`src/rtl/sound_envelope.sv`:
```
// Attack / sustain / release envelope for the sound driver's square wave.
// The raw tone is gated by a fast carrier PWM whose duty tracks the envelope
// level, so tone changes and mute ramp smoothly instead of clicking.
module sound_envelope #(
    parameter int unsigned TONE_CYCLES = 16000000,
    parameter int unsigned STEP_CYCLES = 1000,
    parameter int unsigned LEVEL_W     = 6
) (
    input  logic               clk,
    input  logic               rst,
    input  logic               sec,
    input  logic               pwm_in,
    input  logic               mute,
    output logic               audio_out,
    output logic [LEVEL_W-1:0] level,
    output logic [1:0]         env_state
);

    localparam int unsigned MAX            = (1 << LEVEL_W) - 1;
    localparam int unsigned RELEASE_CYCLES = MAX * STEP_CYCLES;
    localparam int unsigned REL_START      = TONE_CYCLES - RELEASE_CYCLES;
    localparam int unsigned TONE_W         = (TONE_CYCLES > 1) ? $clog2(TONE_CYCLES) : 1;
    localparam int unsigned STEP_W         = (STEP_CYCLES > 1) ? $clog2(STEP_CYCLES) : 1;

    localparam logic [LEVEL_W-1:0] LEVEL_MAX  = LEVEL_W'(MAX);
    localparam logic [LEVEL_W-1:0] LEVEL_ONE  = LEVEL_W'(1);
    localparam logic [TONE_W-1:0]  TONE_LAST  = TONE_W'(TONE_CYCLES - 1);
    localparam logic [TONE_W-1:0]  TONE_ONE   = TONE_W'(1);
    localparam logic [TONE_W-1:0]  REL_AT     = TONE_W'(REL_START);
    localparam logic [STEP_W-1:0]  STEP_LAST  = STEP_W'(STEP_CYCLES - 1);
    localparam logic [STEP_W-1:0]  STEP_ONE   = STEP_W'(1);

    typedef enum logic [1:0] {
        IDLE    = 2'd0,
        ATTACK  = 2'd1,
        SUSTAIN = 2'd2,
        RELEASE = 2'd3
    } state_t;

    state_t              state;
    logic [TONE_W-1:0]   tone_cnt;
    logic [STEP_W-1:0]   step_cnt;
    logic [LEVEL_W-1:0]  carrier_cnt;
    logic                step_hit;
    logic [STEP_W-1:0]   step_nxt;

    assign env_state = state;
    assign step_hit  = (step_cnt == STEP_LAST);
    assign step_nxt  = step_hit ? '0 : step_cnt + STEP_ONE;

    // Position within the current tone; restarts on every tone tick, saturates at the end.
    always_ff @(posedge clk) begin
        if (rst) begin
            tone_cnt <= '0;
        end else if (sec) begin
            tone_cnt <= '0;
        end else if (tone_cnt != TONE_LAST) begin
            tone_cnt <= tone_cnt + TONE_ONE;
        end
    end

    // Free-running carrier; its natural wrap gives the PWM period of 2^LEVEL_W.
    always_ff @(posedge clk) begin
        if (rst) begin
            carrier_cnt <= '0;
        end else begin
            carrier_cnt <= carrier_cnt + LEVEL_ONE;
        end
    end

    // Gate the raw square wave with the carrier PWM at the current level.
    always_ff @(posedge clk) begin
        if (rst) begin
            audio_out <= 1'b0;
        end else begin
            audio_out <= pwm_in & (carrier_cnt < level);
        end
    end

    // Envelope FSM: owns state, level and the step counter.
    always_ff @(posedge clk) begin
        if (rst) begin
            state    <= IDLE;
            level    <= '0;
            step_cnt <= '0;
        end else if (sec && !mute) begin
            // New tone: ramp from wherever the level is now, never jump.
            if (level == LEVEL_MAX) begin
                state    <= SUSTAIN;
                step_cnt <= (state == SUSTAIN) ? step_nxt : '0;
            end else begin
                state    <= ATTACK;
                step_cnt <= '0;
            end
        end else if (sec && (state == ATTACK || state == SUSTAIN)) begin
            // Muted tone tick: fade out rather than start a new attack.
            state    <= RELEASE;
            step_cnt <= '0;
        end else begin
            unique case (state)
                IDLE: begin
                    level    <= '0;
                    step_cnt <= step_nxt;
                end
                ATTACK: begin
                    if (mute || tone_cnt >= REL_AT) begin
                        state    <= RELEASE;
                        step_cnt <= '0;
                    end else if (level == LEVEL_MAX) begin
                        state    <= SUSTAIN;
                        step_cnt <= '0;
                    end else if (step_hit) begin
                        level <= level + LEVEL_ONE;
                        if (level == LEVEL_MAX - LEVEL_ONE) begin
                            state    <= SUSTAIN;
                            step_cnt <= '0;
                        end else begin
                            step_cnt <= step_nxt;
                        end
                    end else begin
                        step_cnt <= step_nxt;
                    end
                end
                SUSTAIN: begin
                    level <= LEVEL_MAX;
                    if (mute || tone_cnt == REL_AT) begin
                        state    <= RELEASE;
                        step_cnt <= '0;
                    end else begin
                        step_cnt <= step_nxt;
                    end
                end
                RELEASE: begin
                    // Level 0 can be reached here if release began mid-attack at 0.
                    if (level == '0) begin
                        state    <= IDLE;
                        step_cnt <= '0;
                    end else if (step_hit) begin
                        level <= level - LEVEL_ONE;
                        if (level == LEVEL_ONE) begin
                            state    <= IDLE;
                            step_cnt <= '0;
                        end else begin
                            step_cnt <= step_nxt;
                        end
                    end else begin
                        step_cnt <= step_nxt;
                    end
                end
                default: begin
                    state    <= IDLE;
                    level    <= '0;
                    step_cnt <= '0;
                end
            endcase
        end
    end

endmodule
```
`config.mk`:
```
export PLATFORM = sky130hd
export DESIGN_NAME = sound_envelope
export DESIGN_NICKNAME = d
export VERILOG_FILES = /design/src/rtl/sound_envelope.sv
export SDC_FILE = /design/constraint.sdc
export NUM_CORES = 1
export LEC_CHECK = 0
export ABC_CLOCK_PERIOD_IN_PS = 3100
export CAP_MARGIN = 30
export CORE_AREA = 2 2 79 81
export DETAILED_ROUTE_END_ITERATION = 10
export DIE_AREA = 0 0 81 83
export MAX_ROUTING_LAYER = met4
export PLACE_DENSITY = 0.69
export SETUP_SLACK_MARGIN = 0.4
export SYNTH_ARGS = -nofsm -noshare
export SYNTH_HDL_FRONTEND = slang
export SYNTH_SLANG_ARGS = --single-unit
```
`constraint.sdc`:
```
create_clock -name clk -period 3.1 [get_ports clk]
set_input_delay 0.93 -clock clk [delete_from_list [all_inputs] [get_ports clk]]
set_output_delay 0.93 -clock clk [all_outputs]
set_load 0.01 [all_outputs]
```
# --- Word level (Yosys, flattened, before mapping) ---
# Cells that the tools add are included.
word_totals:
  register_bits: 49
  in_bits: 5
  output_inout_bits: 9
  word_cells: 79
classes:
  n_addsub: 5
  magnitude_cmp: 2
  n_eq_ne: 19
  n_mux: 32
  n_bitwise: 3
  reduce_logical: 12
ops:
  columns: ["cell", "count"]
  rows:
  - ["10-bit 2-to-1 mux", 13]
  - ["10-bit one-hot mux with 4 select lines", 1]
  - ["6-bit 2-to-1 mux", 5]
  - ["24-bit by 1-bit adder with 24-bit output (second input constant)", 1]
  - ["24-bit equality test (second input constant)", 1]
  - ["24-bit >= comparator (second input constant)", 1]
  - ["24-bit != test (second input constant)", 1]
  - ["6-bit one-hot mux with 4 select lines", 1]
  - ["2-bit 2-to-1 mux", 11]
  - ["6-bit by 1-bit adder with 6-bit output (second input constant)", 2]
  - ["6-bit equality test (second input constant)", 2]
  - ["10-bit by 1-bit adder with 10-bit output (second input constant)", 1]
  - ["10-bit equality test (second input constant)", 1]
  - ["2-bit != test (second input constant)", 5]
  - ["5-bit != test (second input constant)", 2]
  - ["7-bit AND reduction", 1]
  - ["6-bit by 1-bit equality test with 1-bit output (second input constant)", 1]
  - ["6-bit logical NOT", 1]
  - ["6-bit < comparator", 1]
  - ["6-bit by 3-bit != test with 1-bit output (second input constant)", 1]
  - ["6-bit by 4-bit != test with 1-bit output (second input constant)", 1]
  - ["2-bit one-hot mux with 3 select lines", 1]
  - ["6-bit AND reduction", 1]
  - ["6-bit by 1-bit subtractor with 6-bit output (second input constant)", 1]
  - ["other kinds (11)", 16]

# --- Logic depth before layout (Yosys ltp) ---
logic_depth:
  ltp_word: 9
  depth_mapped: 9
  depth_no_buf: 8

# --- Worst setup path before layout ---
# OpenSTA, ideal clock, no wires.
synth_timing:
  path_kind: "reg-to-reg"
  from: "register tone_cnt[0]"
  to: "register tone_cnt[5]"
  setup_ns: 0.128
  arrival_time_ns: 2.386
  required_ns: 2.972
  setup_slack_ns: 0.586
  path_stages_with_launch: 9
  path_buffers: 1
  synth_period_minus_slack_ns: 2.514
  path_cell_list: "dfxtp_1 -> ha_1 -> or4b_1 -> or4_4 -> or4_1 -> buf_4 -> nor3b_1 -> xnor2_1 -> nor2_1"
synth_via:
  elab_chain_len: 1
  word_cells_on_any_way: 2
  classes_between: "add/sub (1); eq/ne (1)"
synth_rtl:
  columns: ["item", "line", "text"]
  rows:
  - ["start, declared", "41", "logic [TONE_W-1:0] tone_cnt;"]
  - ["start signal, assigned", "58", "tone_cnt <= tone_cnt + TONE_ONE;"]
  - ["24-bit by 1-bit adder with 24-bit output or 24-bit != test (tied branches)", "58, 57", null]
# Several ways; a longest one is shown, not always the timed one.
# A chain may end at the register's enable or synchronous reset.

# --- Worst setup path in the final report ---
layout_timing:
  from: "input port sec"
  to: "register step_cnt[9]"
layout_via:
  elab_chain_len: 3
  word_cells_on_any_way: 4
  classes_between: "mux (2); reduce/logical (2)"
layout_rtl:
  columns: ["item", "line", "text"]
  rows:
  - ["start, declared", "11", "input logic sec,"]
  - ["1-bit logical AND", "95", "end else if (sec && (state == ATTACK || state == SUSTAIN)) begin"]
  - ["10-bit 2-to-1 mux", "95", null]
  - ["10-bit 2-to-1 mux (*)", "86", "end else if (sec && !mute) begin"]
  - ["end signal, assigned", "90", "step_cnt <= (state == SUSTAIN) ? step_nxt : '0;"]
  - ["end signal, assigned", "103", "step_cnt <= step_nxt;"]
  - ["end signal, assigned", "118", "step_cnt <= step_nxt;"]
  - ["end, declared", "42", "logic [STEP_W-1:0] step_cnt;"]
# Every way passes the cells marked *; elsewhere a longest branch is shown, timed or not.

==> flow_summary.json <==
{
  "grt_overflow": 0,
  "yosysWarnings": 0,
  "leakagePower_nw": 1.10,
  "drv_slew": 0,
  "ys_types": 53,
  "cp_slowest_stage_delay_ns": 0.52,
  "hp-class": "flip-flop to flip-flop",
  "insertion_delay_ns": 0.31,
  "ff2ff_setup_slack_ns": 0.59,
  "cts_sinks": 49,
  "drive_gt1_frac": 0.0560,
  "crit_chain": "clkdlybuf4s50_1 -> inv_1 -> nor3_1 -> a221oi_1 -> a221o_1 -> nor3_1",
  "final_nets": 380,
  "drtIter0Drc": 169,
  "syn2layout_area_growth_pct": 12.3,
  "synth_nets": 368,
  "place.detailed.hpwl_mm": 4.26,
  "grt_pass1_wl_mm": 10.5,
  "cp_max_fo": 10,
  "yosys-top-cells-area": "dfxtp_1, ha_1, nor2_1",
  "final.setup.tns_ns": 0,
  "grt_use_total": 0.196,
  "h-tree-depth": 2,
  "synth-async-reset-ratio": 0,
  "critPathMostFrequentCell": "nor3_1",
  "cts_hold_buf": 0,
  "synth_flop_cell": "dfxtp_1",
  "r2r_start": "tone_cnt[0]",
  "cts_made_buffers": 5,
  "die_w_microns": 81,
  "run_status": "finished, final reports clean",
  "io_buffers": 13,
  "cp_slowest_cell": "clkdlybuf4s50_1",
  "grt_max_degree": 25,
  "rsz0062_at_grt": "no",
  "final_util": 0.546,
  "fin_crit_sh": 0.814,
  "gp_congestion": 0.868,
  "cts_tree": "built",
  "synth-edff-count": 0,
  "netlist.area_leader.share": 0.347,
  "drt-wirelength-per-cell_microns": 13.7,
  "period_minus_slack_ns": 2.52,
  "cp-end-kind": "flip-flop",
  "drtAntennaViolNets": 0,
  "final_common_cell": "dfxtp_1",
  "cp.arrival_ns": 2.75,
  "drt_first_pass_iters": 4,
  "hp-start": "carrier_cnt[0]",
  "drc": 0,
  "worstSetupPathType": "input port to flip-flop",
  "syn_area_per_cell_sq_um": 8.22,
  "totalWireLength_mm": 5.92,
  "syn_inst": 344,
  "slew_headroom": 0.589,
  "root_buffer": "clkbuf_8",
  "dp_worst_setup_slack_ns": 0.262,
  "rows": 28,
  "post_cts.repair.setup_buffers": 0,
  "grt_pass1_vias": 2381,
  "maxCapViolCount": 0,
  "die_area_sq_mm": 0.00672,
  "seq_area_frac_synth": 0.347,
  "core_sq_mm": 0.00582,
  "ys_ff_latch": 49,
  "diodes": 0,
  "synth_largest_area_cell": "dfxtp_1",
  "setup_ws_ns": 0.578,
  "required_ns": 3.33,
  "antenna_found_initial": 0,
  "tightest_slew_ns": 0.608,
  "layout_common_cells": "dfxtp_1, nor2_1, inv_1",
  "fmax_mhz": 396,
  "start_util": 0.486,
  "vias": 2448,
  "power.density_mw_per_mm2": 630,
  "vdd_ir_drop_max_mv": 0.293,
  "boundaryPins": 14,
  "cts.clk_slew.worst_paths_ns": 0.10,
  "synth_area_sq_mm": 0.00283,
  "clock-skew-final_ns": 0.0104,
  "holdPathEnd": "carrier_cnt[0]",
  "die_y_microns": 83,
  "cts.path.max_buffers": 2,
  "rr_worst_depth": 7,
  "via_per_inst": 5.67,
  "worstSetupStartpointType": "input port",
  "setup_viol": 0,
  "whs_path_depth": 1,
  "reg2reg_to": "tone_cnt[5]",
  "hold_viol_final": 0
}
through the flow:
step	power, mW	std cells	hold slack, ns	area, sq um
after floorplan	1.25	344	0.425	2830
after global placement	1.46	424	0.443	3040
after detailed placement	1.47	424	0.452	3040
after CTS	2.01	432	0.476	3170
after global routing	2.13	432	0.523	3180
final	2.00	432	0.472	3180
state kept, by name (all words and copies together), names as in the netlist:
register / cells
carrier_cnt: 6
level: 6
tone_cnt: 24
audio_out: 1
step_cnt: 10
env_state: 2
routing by layer:
| metal | routed length [microns] | up-vias | global-route usage | part of all wire |
|---|---|---|---|---|
| met3 | 208 | 10 | 0.0424 | 0.035 |
| li1 | - | 1256 | - | - |
| met5 | 0 | - | - | 0 |
| met1 | 2760 | 1142 | 0.239 | 0.47 |
| met4 | 95 | 0 | 0.0724 | 0.016 |
| met2 | 2850 | 40 | 0.315 | 0.48 |
cell type report:
type | instances | area, sq um
inverters | 20 | 75.1
clock buffers | 5 | 68.8
flip-flops and latches | 49 | 981
multi-input cells | 262 | 1720
well taps | 75 | 93.8
repair buffers | 18 | 168
clock inverters | 3 | 65.1
fillers | 577 | 2640
report_power, final:
part / internal [mW] / total, mW / switching, mW
sequential: 0.679 / 0.774 / 0.0946
combinational: 0.317 / 0.689 / 0.372
clock: 0.320 / 0.536 / 0.216
synth_stat cells, types with 2 or more instances:
master	number
a211oi_1	5
a21o_1	5
a21oi_1	19
a221o_1	2
a221oi_1	4
a31oi_1	5
and2_1	2
and3_1	7
buf_1	2
clkbuf_1	10
dfxtp_1	49
ha_1	19
inv_1	20
mux2i_1	2
nand2_1	18
nand2b_1	5
nand3_1	13
nand4_1	10
nor2_1	41
nor3_1	15
nor3b_1	3
nor4_1	2
o21ai_0	13
o21bai_1	2
o31ai_1	2
or2_2	2
or3_1	9
or4_1	5
or4b_1	2
xnor2_1	16
xor2_1	13
worst max path at each step:
stage / from / cells past startpoint / end
global placement: sec / 6 / step_cnt[1]
finish: sec / 6 / step_cnt[9]
global route: sec / 6 / step_cnt[9]
floorplan: tone_cnt[0] / 8 / tone_cnt[5]
detailed placement: sec / 6 / step_cnt[3]
CTS: tone_cnt[0] / 7 / tone_cnt[5]
critical path: cells and delay by family:
| kind | cells | cell delay, ns |
|---|---|---|
| AO/OA/AOI/OAI | 2 | 0.63 |
| buffers and inverters | 2 | 0.59 |
| AND/OR/NAND/NOR | 2 | 0.59 |
kinds of logic after synthesis:
| kind of cell | synth area share |
|---|---|
| AO/OA/AOI/OAI | 0.158 |
| buffers and inverters | 0.0451 |
| XOR/XNOR | 0.0898 |
| AND/OR/NAND/NOR | 0.269 |
| flip-flops | 0.347 |
| multiplexers | 0.00708 |
| adder cells (fa/ha/maj) | 0.0840 |
repair_timing:
action,4_1_cts,5_1_grt
resized for setup,0,1
setup endpoints to repair,0,6
endpoints found under the hold margin,0,0
Note: power is estimated with default switching activity, not from simulation.
==> RTL edit 1 (config.mk and constraints unchanged) <==
Register the inputs `sec`, `pwm_in` and `mute` before use. The logic sees them one clock later.
--- a/src/rtl/sound_envelope.sv
+++ b/src/rtl/sound_envelope.sv
@@ -39,2 +39,12 @@
 
+    logic sec_q;
+    logic pwm_q;
+    logic mute_q;
+
+    always_ff @(posedge clk) begin
+        sec_q  <= sec;
+        pwm_q  <= pwm_in;
+        mute_q <= mute;
+    end
+
     state_t              state;
@@ -54,3 +64,3 @@
             tone_cnt <= '0;
-        end else if (sec) begin
+        end else if (sec_q) begin
             tone_cnt <= '0;
@@ -75,3 +85,3 @@
         end else begin
-            audio_out <= pwm_in & (carrier_cnt < level);
+            audio_out <= pwm_q & (carrier_cnt < level);
         end
@@ -85,3 +95,3 @@
             step_cnt <= '0;
-        end else if (sec && !mute) begin
+        end else if (sec_q && !mute_q) begin
             // New tone: ramp from wherever the level is now, never jump.
@@ -94,3 +104,3 @@
             end
-        end else if (sec && (state == ATTACK || state == SUSTAIN)) begin
+        end else if (sec_q && (state == ATTACK || state == SUSTAIN)) begin
             // Muted tone tick: fade out rather than start a new attack.
@@ -105,3 +115,3 @@
                 ATTACK: begin
-                    if (mute || tone_cnt >= REL_AT) begin
+                    if (mute_q || tone_cnt >= REL_AT) begin
                         state    <= RELEASE;
@@ -125,3 +135,3 @@
                     level <= LEVEL_MAX;
-                    if (mute || tone_cnt == REL_AT) begin
+                    if (mute_q || tone_cnt == REL_AT) begin
                         state    <= RELEASE;
Check against the original RTL: not equivalent (a bounded check fails within 4 cycles, from zero or initial values and one cycle with rst high).
==> RTL edit 1 against the original RTL <==
- clock power decreased by 14%
- die area unchanged
- register-to-register slack got worse by 0.06 ns
- final area increased by 0.43%
- power decreased by 3.2%
- wire length decreased by 1.4%
- sequential cell count increased by 3
- critical endpoint is now tone_cnt[5]
- synthesized area increased by 2.1%
- sequential power increased by 5.4%
- setup slack got worse by 0.052 ns
- highest routed layer unchanged
==> RTL edit 1: results (changes against the original RTL) <==
\begin{tabular}{lr}
\hline
Metric & Value \\
\hline
\multicolumn{2}{l}{\textbf{Final layout}} \\
\quad Largest registers & tone\_cnt x24, step\_cnt x10 (unchanged) \\
\quad Fraction of layout cells with a size suffix above 1 & 4.76\% (was 5.60\%) \\
\multicolumn{2}{l}{\textbf{Placed design}} \\
\quad Placed instance area & 0.00308 sq mm (was 0.00304 sq mm) \\
\quad GP Congestion & 0.891 (was 0.868) \\
\quad Half-perimeter wire length after detailed placement & 4210 um (was 4260 um) \\
\multicolumn{2}{l}{\textbf{Pwr}} \\
\quad Worst IR drop on VDD & 0.000316 V (was 0.000293 V) \\
\quad Cell Int Power & 1270 uW (was 1320 uW) \\
\quad Leakage dissipation & 0.00109 uW (was 0.00110 uW) \\
\multicolumn{2}{l}{\textbf{Critical path}} \\
\quad Slowest-stage cell, CP & sky130\_fd\_sc\_hd\_\_or4\_4 (was sky130\_fd\_sc\_hd\_\_clkdlybuf4s50\_1) \\
\quad CP Max Fanout & 8 (was 10) \\
\quad Longest individual stage delay on the worst path & 0.51 ns \\
\quad Family with the most delay on the worst path & simple AND/OR/NAND/NOR gates (was compound AO/OA/AOI/OAI gates) \\
\multicolumn{2}{l}{\textbf{Global route}} \\
\quad Vias in the first global route & 2,171 (was 2,381) \\
\quad Pin count of the biggest net entering global routing & 25 (unchanged) \\
\quad First-pass GRT wire length & 9980 um (was 10,500 um) \\
\quad Global router's overall resource usage & 18.7\% (was 19.6\%) \\
\multicolumn{2}{l}{\textbf{Detailed routing}} \\
\quad Post-detailed-route via-to-cell ratio & 5.72 (was 5.67) \\
\quad Detailed-route wire length & 5830 um (was 5920 um) \\
\quad Number of DRC markers after the initial detailed-route iteration & 128 (was 169) \\
\multicolumn{2}{l}{\textbf{Outcome}} \\
\quad Status & finished clean (unchanged) \\
\multicolumn{2}{l}{\textbf{STA}} \\
\quad Worst Clk Skew & 0.00734 ns (was 0.0104 ns) \\
\quad Max\_slew headroom & 54.8\% (was 58.9\%) \\
\multicolumn{2}{l}{\textbf{Synth}} \\
\quad Post-synth top cells & sky130\_fd\_sc\_hd\_\_dfxtp\_1, sky130\_fd\_sc\_hd\_\_nor2\_1, sky130\_fd\_sc\_hd\_\_inv\_1 (unchanged) \\
\quad Synthesized net count & 371 (was 368) \\
\quad Dominant cells by area after synthesis & sky130\_fd\_sc\_hd\_\_dfxtp\_1, sky130\_fd\_sc\_hd\_\_ha\_1, sky130\_fd\_sc\_hd\_\_nor2\_1 (unchanged) \\
\quad Sequential element share of the synthesized area & 36.0\% (was 34.7\%) \\
\quad Gate Count Post-Synth & 347 (was 344) \\
\hline
\end{tabular}
-- RTL edit 1: cell count changes after synthesis --
| cell | change |
|---|---|
| sky130_fd_sc_hd__dfxtp_1 | +3 |
-- RTL edit 1: power groups by stage --
stage | Sequential [uW] | Clock [uW] | Combinational (uW)
floorplan | 818 | 0 | 464
global placement | 829 | 0 | 648
detailed placement | 831 | 0 | 659
CTS | 816 | 479 | 660
global route | 832 | 503 | 733
finish | 816 | 460 | 660
-- RTL edit 1: cell type report --
type	instances	area (sq um)	area share, %
clock buffer	6	72.6	2.28
clock inverter	2	35.0	1.10
inverter	20	75.1	2.35
multi-input combinational	262	1730	54.1
sequential	52	1040	32.6
tap	75	93.8	2.94
timing repair buffer	15	145	4.55
-- RTL edit 1: kinds of logic (layout without fill, tap and decap cells) --
family	count (synthesis)	count (layout)	synth area share, %
adder cells (fa/ha/maj)	19	19	8.23
multiplexers	2	2	0.693
flip-flops	52	52	36.0
XOR/XNOR	29	29	8.79
AO/OA/AOI/OAI	68	68	15.5
AND/OR/NAND/NOR	144	144	26.4
buffers and inverters	33	43	4.42
-- RTL edit 1: path summary, 6_finish.rpt --
kind	start	end	slack (ns)	cells after the start
max reg2reg	tone_cnt[0]	tone_cnt[5]	0.53	7
min reg2reg	pwm_q	audio_out	0.42	2
max	tone_cnt[0]	tone_cnt[5]	0.53	7
min	pwm_q	audio_out	0.42	2
-- RTL edit 1: repair_timing --
action,in CTS,in global routing
gates resized for setup,1,1
endpoints found under the setup margin,1,1
buffers inserted,0,0
-- RTL edit 1: per-layer routing --
| metal | wire length, um | vias up | global-route usage [%] |
|---|---|---|---|
| li1 | - | 1256 | - |
| met4 | 40 | 0 | 4.31 |
| met1 | 2770 | 1164 | 25.6 |
| met5 | 0 | - | - |
| met3 | 233 | 5 | 3.59 |
| met2 | 2790 | 46 | 28.3 |
-- RTL edit 1: through the flow --
stage / setup WS [ns] / total power (uW) / hold slack [ns]
floorplan: 0.586 / 1280 / 0.397
finish: 0.525 / 1940 / 0.419
CTS: 0.496 / 1950 / 0.421
detailed placement: 0.385 / 1490 / 0.407
global placement: 0.417 / 1480 / 0.412
global route: 0.409 / 2070 / 0.451
-- RTL edit 1: tightest hold or removal path, delay by kind of cell, from the launching register on --
| family | cells | cell delay [ns] |
|---|---|---|
| and+or+nand+nor | 1 | 0.05 |
| DFF | 1 | 0.31 |
| AOI/OAI and AO/OA | 1 | 0.03 |
==> RTL edit 2 (same settings) <==
Made on the original files. Change the parameter `LEVEL_W` from 6 to 7.
--- a/src/rtl/sound_envelope.sv
+++ b/src/rtl/sound_envelope.sv
@@ -6,3 +6,3 @@
     parameter int unsigned STEP_CYCLES = 1000,
-    parameter int unsigned LEVEL_W     = 6
+    parameter int unsigned LEVEL_W     = 7
 ) (
Interface: changed (resized level); port bits go from 14 to 15. The function was not compared with the original's and may differ.
==> RTL edit 2 against the original RTL <==
- sequential cell count increased by 2
- setup slack better by 0.099 ns
- power grew 0.92%
- wire length rose by 13%
- final area rose by 7.4%
- synthesized area is 9.2% higher
- via count increased by 9.4%
- sequential power rose by 4.7%
- critical path type is now reg -> out
==> RTL edit 2: results (changes against the original RTL) <==
\begin{tabular}{lr}
\hline
Metric & Value \\
\hline
\multicolumn{2}{l}{\textbf{STA}} \\
\quad Transition time of the tightest slew-check pin & 0.651 ns (was 0.608 ns) \\
\quad Worst Clk Skew & 0.00811 ns (was 0.0104 ns) \\
\multicolumn{2}{l}{\textbf{Critical path}} \\
\quad CP Max Fanout & 11 (was 10) \\
\quad Longest individual stage delay on the worst path & 0.62 ns (was 0.52 ns) \\
\quad Family with the most delay on the worst path & buffers and inverters (was compound AO/OA/AOI/OAI gates) \\
\quad Worst endpoint data arrival time & 1.49 ns (was 2.75 ns) \\
\multicolumn{2}{l}{\textbf{Pwr}} \\
\quad Cell Int Power & 1280 uW (was 1320 uW) \\
\quad Worst IR drop on VDD & 0.000268 V (was 0.000293 V) \\
\multicolumn{2}{l}{\textbf{Clocking}} \\
\quad Clock buffer count from CTS & 5 (unchanged) \\
\multicolumn{2}{l}{\textbf{Detailed routing}} \\
\quad Detailed-route wire length & 6700 um (was 5920 um) \\
\quad Vias & 2,679 (was 2,448) \\
\quad Number of DRC markers after the initial detailed-route iteration & 218 (was 169) \\
\quad Number of optimization iterations in the first detailed-route pass & 5 (was 4) \\
\multicolumn{2}{l}{\textbf{Synth}} \\
\quad Synthesized net count & 394 (was 368) \\
\quad Count of unique library cells instantiated by Yosys & 68 (was 53) \\
\quad Post-synth top cells & sky130\_fd\_sc\_hd\_\_dfxtp\_1, sky130\_fd\_sc\_hd\_\_nor2\_1, sky130\_fd\_sc\_hd\_\_nand2\_1 (was sky130\_fd\_sc\_hd\_\_dfxtp\_1, sky130\_fd\_sc\_hd\_\_nor2\_1, sky130\_fd\_sc\_hd\_\_inv\_1) \\
\quad Sequential element share of the synthesized area & 33.0\% (was 34.7\%) \\
\multicolumn{2}{l}{\textbf{Placed design}} \\
\quad Number of input and output port buffers inserted & 14 (was 13) \\
\quad Half-perimeter wire length after detailed placement & 4880 um (was 4260 um) \\
\quad Placed instance area & 0.00329 sq mm (was 0.00304 sq mm) \\
\multicolumn{2}{l}{\textbf{Global route}} \\
\quad First-pass GRT wire length & 11,400 um (was 10,500 um) \\
\quad Global router's overall resource usage & 21.5\% (was 19.6\%) \\
\quad Pin count of the biggest net entering global routing & 33 (was 25) \\
\multicolumn{2}{l}{\textbf{Final layout}} \\
\quad Final net count & 405 (was 380) \\
\quad Total of fill cells in the finished design & 569 (was 577) \\
\quad Fraction of layout cells with a size suffix above 1 & 7.33\% (was 5.60\%) \\
\multicolumn{2}{l}{\textbf{Outcome}} \\
\quad Status & finished clean (unchanged) \\
\hline
\end{tabular}
## RTL edit 2: cell count changes in the layout (fill, tap and decap cells not counted), moves of 3 or more
cell	before	now
sky130_fd_sc_hd__or3_1	9	4
sky130_fd_sc_hd__a221oi_1	4	1
sky130_fd_sc_hd__o31ai_1	2	5
sky130_fd_sc_hd__nand2_1	18	29
sky130_fd_sc_hd__nand3_1	13	21
sky130_fd_sc_hd__nor4_1	2	8
sky130_fd_sc_hd__a21oi_1	19	14
sky130_fd_sc_hd__nand4_1	10	5
sky130_fd_sc_hd__xnor2_1	16	20
sky130_fd_sc_hd__a211oi_1	5	2
## RTL edit 2: power groups by stage
stage	Combinational, uW	Clock (uW)	Sequential [uW]
3_5_place_dp	709	0	821
3_3_place_gp	699	0	822
4_1_cts	713	504	806
5_1_grt	792	526	822
2_1_floorplan	496	0	802
6_report	719	489	810
## RTL edit 2: final timing paths
kind / start / to / slack, ns / cells after the start
max: level[0] / level[0] / 0.68 / 1
min: carrier_cnt[0] / carrier_cnt[0] / 0.47 / 1
min reg2reg: carrier_cnt[0] / carrier_cnt[0] / 0.47 / 1
max reg2reg: step_cnt[0] / level[3] / 0.71 / 7
## RTL edit 2: through the flow
step	cells	worst slack (ns)	power, uW	hold WS, ns
3_5_place_dp	449	0.263	1530	0.443
6_report	457	0.677	2020	0.467
3_3_place_gp	449	0.300	1520	0.434
5_1_grt	457	0.484	2140	0.521
2_1_floorplan	370	0.944	1300	0.421
4_1_cts	457	0.578	2020	0.467
## RTL edit 2: cell families after synthesis
family	share of synthesized area, %
AND/OR/NAND/NOR	28.3
AO/OA/AOI/OAI	16.9
flip-flops	33.0
XOR/XNOR	9.36
buffers and inverters	4.09
adder cells (fa/ha/maj)	7.70
multiplexers	0.648
## RTL edit 2: layout make-up
type                    count  area, sq um  share of cell area [%]
multi-input cells         287         1940                    56.9
flip-flops and latches     51         1020                    29.9
repair buffers             17          163                    4.77
well taps                  75         93.8                    2.75
clock buffers               6         82.6                    2.42
inverters                  19         71.3                    2.09
clock inverters             2         38.8                    1.14
## RTL edit 2: per-layer routing
layer  up-vias  track usage (%)  share of wire (%)
li1       1352                -                  -
met1      1249             31.8                 49
met2        68             30.5                 43
met3        10             3.70                5.8
met4         0             4.62                1.5
met5         -                -                  0
